**src/rtl/lsu_mem_port.sv**
```systemverilog
// MEM-stage initiator for the 16 KB data memory: issues load/store accesses, flags illegal
// requests and returns aligned, extended load results tagged with the destination register.
module lsu_mem_port #(
  parameter int unsigned ADDR_W = 14
) (
  input  logic              clk,
  input  logic              rst,
  input  logic              req_valid,
  input  logic              req_load,
  input  logic              req_store,
  input  logic [2:0]        req_funct3,
  input  logic [31:0]       req_addr,
  input  logic [31:0]       req_wdata,
  input  logic [4:0]        req_rd,
  input  logic              pipe_stall,
  output logic              req_ready,
  output logic [2:0]        op_code,
  output logic [ADDR_W-1:0] rwaddr,
  output logic [31:0]       wdata,
  output logic              stall,
  input  logic [31:0]       rdata,
  output logic              load_valid,
  output logic [31:0]       load_data,
  output logic [4:0]        load_rd,
  output logic              exc_valid,
  output logic [1:0]        exc_cause,
  output logic [31:0]       fault_addr
);

  localparam logic [2:0] OpIdle = 3'b011;

  typedef enum logic {StIdle, StWait} state_e;

  state_e      state_q, state_d;
  logic [2:0]  f3_q;
  logic [1:0]  off_q;
  logic [4:0]  rd_q;
  logic        load_valid_q, exc_valid_q;
  logic [31:0] load_data_q, fault_addr_q;
  logic [4:0]  load_rd_q;
  logic [1:0]  exc_cause_q;

  logic        bad_op, misaligned, out_of_range, accept, issue;
  logic [1:0]  cause;
  logic [15:0] lo_half;
  logic [31:0] ext_data;

  assign stall     = pipe_stall;
  assign req_ready = (state_q == StIdle) && !pipe_stall;
  assign accept    = req_valid && req_ready && !rst;

  always_comb begin
    bad_op       = (req_load && req_store) ||
                   (req_load && (req_funct3 inside {3'b011, 3'b110, 3'b111})) ||
                   (req_store && (req_funct3 >= 3'b011));
    misaligned   = ((req_funct3[1:0] == 2'b01) && req_addr[0]) ||
                   ((req_funct3[1:0] == 2'b10) && (req_addr[1:0] != 2'b00));
    out_of_range = |req_addr[31:ADDR_W];
    if (bad_op)            cause = 2'b11;
    else if (misaligned)   cause = 2'b01;
    else if (out_of_range) cause = 2'b10;
    else                   cause = 2'b00;
  end

  assign issue = accept && (cause == 2'b00) && (req_load || req_store);

  always_comb begin
    state_d = state_q;
    op_code = OpIdle;
    rwaddr  = '0;
    wdata   = '0;
    case (state_q)
      StIdle: begin
        if (issue) begin
          if (req_store) begin
            op_code = (req_funct3[1:0] == 2'b10) ? 3'b111 : {1'b1, req_funct3[1:0]};
          end else begin
            op_code = {1'b0, req_funct3[1:0]};
            state_d = StWait;
          end
          rwaddr = req_addr[ADDR_W-1:0];
          wdata  = req_wdata;
        end
      end
      StWait: begin
        if (!pipe_stall) state_d = StIdle;
      end
      default: state_d = StIdle;
    endcase
  end

  // Memory returns the whole aligned word; bring the addressed lane down to bit 0.
  assign lo_half = 16'(rdata >> {off_q, 3'b000});

  always_comb begin
    case (f3_q)
      3'b000:  ext_data = {{24{lo_half[7]}}, lo_half[7:0]};
      3'b001:  ext_data = {{16{lo_half[15]}}, lo_half};
      3'b100:  ext_data = {24'h0, lo_half[7:0]};
      3'b101:  ext_data = {16'h0, lo_half};
      default: ext_data = rdata;
    endcase
  end

  always_ff @(posedge clk or posedge rst) begin
    if (rst) begin
      state_q      <= StIdle;
      f3_q         <= '0;
      off_q        <= '0;
      rd_q         <= '0;
      load_valid_q <= 1'b0;
      load_data_q  <= '0;
      load_rd_q    <= '0;
      exc_valid_q  <= 1'b0;
      exc_cause_q  <= '0;
      fault_addr_q <= '0;
    end else begin
      state_q      <= state_d;
      load_valid_q <= 1'b0;
      exc_valid_q  <= 1'b0;
      if (accept && (cause != 2'b00)) begin
        exc_valid_q  <= 1'b1;
        exc_cause_q  <= cause;
        fault_addr_q <= req_addr;
      end
      if (issue && req_load) begin
        f3_q  <= req_funct3;
        off_q <= req_addr[1:0];
        rd_q  <= req_rd;
      end
      if ((state_q == StWait) && !pipe_stall) begin
        load_valid_q <= 1'b1;
        load_data_q  <= ext_data;
        load_rd_q    <= rd_q;
      end
    end
  end

  assign load_valid = load_valid_q;
  assign load_data  = load_data_q;
  assign load_rd    = load_rd_q;
  assign exc_valid  = exc_valid_q;
  assign exc_cause  = exc_cause_q;
  assign fault_addr = fault_addr_q;

endmodule
```
**config.mk**
```make
export PLATFORM = sky130hd
export DESIGN_NAME = lsu_mem_port
export DESIGN_NICKNAME = d
export VERILOG_FILES = /design/src/rtl/lsu_mem_port.sv
export SDC_FILE = /design/constraint.sdc
export NUM_CORES = 1
export LEC_CHECK = 0
export ABC_AREA = 1
export ABC_CLOCK_PERIOD_IN_PS = 10600
export BUFFER_PORTS_ARGS = -buffer_cell sky130_fd_sc_hd__buf_2
export CORE_MARGIN = 8
export CORE_UTILIZATION = 43
export DETAILED_ROUTE_END_ITERATION = 16
export PLACE_DENSITY = 0.76
export RECOVER_POWER = 100
export SLEW_MARGIN = 0
export SYNTH_ARGS = -nofsm -noshare
export SYNTH_HDL_FRONTEND = slang
export SYNTH_SLANG_ARGS = --single-unit
```
**constraint.sdc**
```tcl
create_clock -name clk -period 10.6 [get_ports clk]
set_input_delay 3.18 -clock clk [delete_from_list [all_inputs] [get_ports clk]]
set_output_delay 3.18 -clock clk [all_outputs]
set_load 0.02 [all_outputs]
```
# == Word-level counts from Yosys, hierarchy flattened ==
# Cells that the tools add are included.
# op_classes
order_cmp,1
n_eq_ne,8
shift,1
mux,18
n_bitwise,1
reduce_logical,25
# op_table
cell,n
32-bit one-hot mux with 4 select lines,1
32-bit two-way mux,2
32-bit by 5-bit >> shifter with 16-bit output,1
14-bit two-way mux,2
18-bit OR reduction,1
1-bit logical AND,13
3-bit == test (second input constant),4
3-bit two-way mux,3
2-bit two-way mux,4
1-bit two-way mux,5
1-bit logical OR,4
2-bit nonzero test,2
3-bit by 1-bit == test with 1-bit output (second input constant),1
3-bit by 2-bit == test with 1-bit output (second input constant),1
3-bit by 2-bit >= comparator with 1-bit output (second input constant),1
3-bit zero test,1
3-bit nonzero test,1
2-bit by 1-bit == test with 1-bit output (second input constant),1
2-bit == test (second input constant),1
1-bit zero test,2
2-bit zero test,1
1-bit one-hot mux with 2 select lines,1
1-bit inverter,1
# word_totals
register_bits,84
in_bits,110
out_inout_bits,124
elab_cells,64

# == Depth between registers and ports, before layout ==
# logic_depth
word_depth,11
ltp_mapped,10
depth_no_buf,8

# == Worst setup path before layout ==
# Ideal clock, no wire load.
# synth_path
kind,input to output
start,input port rst
end,output port rwaddr[0]
arrival_ns,6.306
slack_ns,1.114
stages,7
path_buffers,2
cell_sequence,inv_1 nand3_1 nor2_1 nand2_2 buf_6 buf_6 nor2_2
# synth_between
elab_chain_len,6
# synth_rtl
element,line,text
"start, declared",7,"input logic rst,"
1-bit zero test (no source line),--,
1-bit logical AND,50,assign accept = req_valid && req_ready && !rst;
1-bit logical AND (2 in a row),65,assign issue = accept && (cause == 2'b00) && (req_load || req_store);
14-bit two-way mux,74,if (issue) begin
14-bit two-way mux,72,case (state_q)
"end, declared",18,"output logic [ADDR_W-1:0] rwaddr,"
# No other way between the ends.

# == Final worst setup path ==
# layout_path
start,input port req_load
end,output port wdata[22]
# layout_between
elab_chain_len,9
# layout_rtl
element,line,text
"start, declared",9,"input logic req_load,"
"1-bit logical AND, on equally long branches","53, 54",
1-bit logical OR,53,bad_op = (req_load && req_store) ||
1-bit logical OR,54,"(req_load && (req_funct3 inside {3'b011, 3'b110, 3'b111})) ||"
2-bit two-way mux,59,if (bad_op) cause = 2'b11;
2-bit zero test,65,
1-bit logical AND,65,
1-bit logical AND (*),65,
32-bit two-way mux (*),74,
32-bit two-way mux (*),72,
"end, declared",19,"output logic [31:0] wdata,"
# Every way passes the cells marked *; elsewhere a longest branch is shown, timed or not.

==> results list <==
- The commonest cells after synthesis are sky130_fd_sc_hd__nand2_1 (204), sky130_fd_sc_hd__inv_1 (97), sky130_fd_sc_hd__dfrtp_1 (84).
- The detailed router put a total of between 6000 and 7000 um of wire on met1.
* Count of placed standard cells including taps: 975
* Minimum clock period: slightly below 10 ns
- Reg2reg setup slack: between 6 and 7 ns
- Async set or reset register ratio after synthesis: between 90% and 100%
- Initial antenna violation count: 0
- In this run the tool buffered the top-level ports with ~230 buffer cells.
- Entering global routing, the biggest net connects 56 pins.
- Number of cells on the worst reg-to-reg path: 8
- Hold repair after CTS inserted 0 buffers.
- For this run, the share of the core covered by cells in the final layout is between 50 and 60%.
- Unique cell type count in the Yosys netlist: 24
- Detailed routing placed a total of approximately 7000 um of wire on met2.
- The congestion estimate from routability-driven global placement came to about 0.85.
* Post-Route Setup TNS: 0 ns
* Top cells by area, synth: sky130_fd_sc_hd__dfrtp_1 (46%), sky130_fd_sc_hd__nand2_1 (17%), sky130_fd_sc_hd__inv_1 (8.0%)
* Critical path startpoint category: input port
- Initial Utilization: between 40% and 50%
* EDFF count, synth: 0
- In the routed design, unresolved DRC markers number 0.
- Overall power after layout: approximately 740 uW
- Synth warnings: 0
* Final period util: 91.1%
* Vias in the first global route: ~4700
* Predominant post-synthesis flop cell: sky130_fd_sc_hd__dfrtp_1
- Worst-path maximum fanout: between 40 and 50
- Layout Area Growth over Synthesis: 26.8%
- Result of the run: finished with violations
* Cell depth of the worst min-delay path: 2
- The worst pin sits at a relative slew slack of -81.0%.
* Number of placement rows: 37
- In this run the cell area of the synthesized design comes to roughly 4500 sq um.
- After the first detailed-routing iteration, the DRC count stood at approximately 360.
- In this run the remaining antenna-violating nets after routing total 0.
* Area of the placeable core: between 10000 and 15000 sq um
- Violations in the final reports: max-capacitance violations, max-slew violations
* Most common cell in the netlist: sky130_fd_sc_hd__nand2_1
- Summing the sequential cell areas from Yosys gives between 40% and 50% of the chip area.
- Counting along the longest clock path gives a buffer depth of 2.
- The worst setup path is of the input port to output pin kind.
- The endpoint identified for the worst register-to-register timing path is load_data[15]$_DFFE_PP0P_.
- Total number of clock tree sinks: 84
- Unrepaired setup endpoints after global routing: no
- Synthesized netlist cell count: between 600 and 700
* Sum of overflow across all layers after global routing: 0
- Number of vias after detailed routing: approximately 4800
* Total power density per cell area: between 100 and 150 nW/um^2
- Average vias per placed instance: approximately 4.8
- Buffers inserted during clock tree synthesis total 9.
- For this run, the top clock speed supported by timing is 104 MHz.
* Min-delay worst type: flop to flop
- Met3 routed wirelength: about 1500 um
- Antenna Diode Count: 0
- Across the run, the number of max-cap violations was 4.
- Gates resized during post-CTS repair numbered 0.
- The number of endpoints with negative hold slack in the final report was 0.
* Number of search-and-repair iterations in the first detailed-routing pass: 5
* Leakage power of the design: roughly 3.2 nW
* Fraction of layout cells with a size suffix above 1: about 18%
- Synthesis produced a netlist with a net count of around 750.
* Synthesized flop and latch total: 84
- Wire length of the first global-routing pass: between 20000 and 25000 um
* Beginning of the worst hold path: rd_q[0]$_DFFE_PP0P_
- The floorplan step defined a die boundary enclosing about 14000 sq um.
- Number of setup buffers added after CTS: 0
* Final count of negative-setup-slack endpoints: 0
* Slew @ Worst Pin: approximately 2.7 ns
- Die Span X: around 120 um
* Top Layer Used: met4
* Detailed placer's ending HPWL: 11400 um
- The H-tree was split into 3 levels.
- TritonCTS clock tree: yes
* Die Span Y: roughly 120 um
- The biggest area contributor in the post-synthesis netlist is sky130_fd_sc_hd__dfrtp_1.
* Clock Root Buffer: sky130_fd_sc_hd__clkbuf_8
- The path with the worst hold slack has its endpoint at load_rd[0]$_DFFE_PP0P_.
* Type of destination of the critical path: output pin
- The worst-case IR drop observed on VDD is roughly 0.000075 V.
- Across every metal layer, demand over resource in global routing totals 20.3%.
- At the end of the flow, the number of nets in the layout was between 900 and 1000.
- At the later pin of the worst-skew pair, clock insertion delay measures 0.37 ns.
* Avg Cell Area, Syn: around 7 sq um
- Num ports: approximately 230
- The count of pins over their slew limit is approximately 190.
- Average routed wire per standard cell: around 15 um
* Required time of the critical path: ~7.4 ns
* Total wire length after detailed routing: 14700 um
- Number of non-filler instances in the completed layout: a little under 1000
- Top cell type's share of synthesized area: 46.3%
- The startpoint identified for the worst register-to-register timing path is state_q$_DFF_PP0_.
- Across the routed clock network, the largest skew measured is between 0.015 and 0.02 ns.
* CTS clock-pin slew for the worst setup and hold paths: ~0.11 ns
* WP data arrival: between 6 and 7 ns
flip-flops by register name, indices dropped and copies added (netlist names):
| signal | cells |
|---|---|
| exc_cause | 2 |
| exc_valid | 1 |
| f3_q | 3 |
| fault_addr | 32 |
| load_data | 32 |
| load_rd | 5 |
| load_valid | 1 |
| off_q | 2 |
| rd_q | 5 |
| state_q | 1 |
report_power, final:
group	internal, mW	switching (mW)	leakage (nW)
clock	0.0946	0.140	0.100
sequential	0.348	0.0169	1.08
combinational	0.0447	0.0981	2.01
per-layer routing:
| layer | global-route usage [%] | vias up |
|---|---|---|
| met5 | 0 | - |
| met4 | 4.90 | 0 |
| met3 | 8.33 | 13 |
| met2 | 32.7 | 204 |
| met1 | 24.8 | 2178 |
| li1 | - | 2359 |
per-stage QoR:
stage / hold slack (ns) / area (sq um) / setup slack [ns]
CTS: 0.485 / 5940 / 1.44
global route: 0.510 / 5760 / 0.546
floorplan: 0.442 / 4540 / 1.11
finish: 0.481 / 5760 / 0.947
global placement: 0.450 / 5740 / 1.55
detailed placement: 0.459 / 5740 / 1.45
layout by cell type, fill, tap and decap left out, drive strengths merged:
cell and n:
inv 101, nand2 206, nor3 1, o211ai 9, clkbuf 134, nand3b 1
a21oi 19, dfrtp 84, and2 1, nand3 14, o2111ai 1, nand4 10
o21ai 47, buf 111, clkinv 2, clkinvlp 1, nor2 95, or2 1
o21bai 17
how the worst max path moves through the flow:
| stage | start | end | slack [ns] | depth (start not counted) |
|---|---|---|---|---|
| after floorplan | rst | rwaddr[0] | 1.11 | 7 |
| after global placement | rst | wdata[22] | 1.55 | 7 |
| after detailed placement | rst | wdata[13] | 1.45 | 7 |
| after CTS | rst | wdata[13] | 1.44 | 7 |
| after global routing | rst | wdata[21] | 0.55 | 7 |
| final | req_load | wdata[22] | 0.95 | 9 |
area by class of cell:
type                       instances  area [sq um]
fill                            1103          4520
clock inverter                     7          77.6
inverter                          97           365
clock buffer                       9           124
multi-input combinational        422          1890
tap                              136           170
timing repair buffer             236          1030
sequential                        84          2100
cell families (layout without fill, tap and decap cells):
group,after synthesis,count (layout),synth area share (%)
buffers and inverters,129,349,11.7
and+or+nand+nor,329,329,30.2
DFF,84,84,46.3
AOI/OAI and AO/OA,93,93,11.9
critical path, stage by stage:
cell and delay [ns]:
sky130_fd_sc_hd__clkbuf_1 0.24, sky130_fd_sc_hd__nor2_1 0.22, sky130_fd_sc_hd__a21oi_1 0.06, sky130_fd_sc_hd__nand2_1 0.08
sky130_fd_sc_hd__nand2_1 0.11, sky130_fd_sc_hd__nor2_1 0.68, sky130_fd_sc_hd__nand2_1 1.22, sky130_fd_sc_hd__nor2_1 0.37
sky130_fd_sc_hd__clkbuf_1 0.28
(Power assumes the default switching activity.)
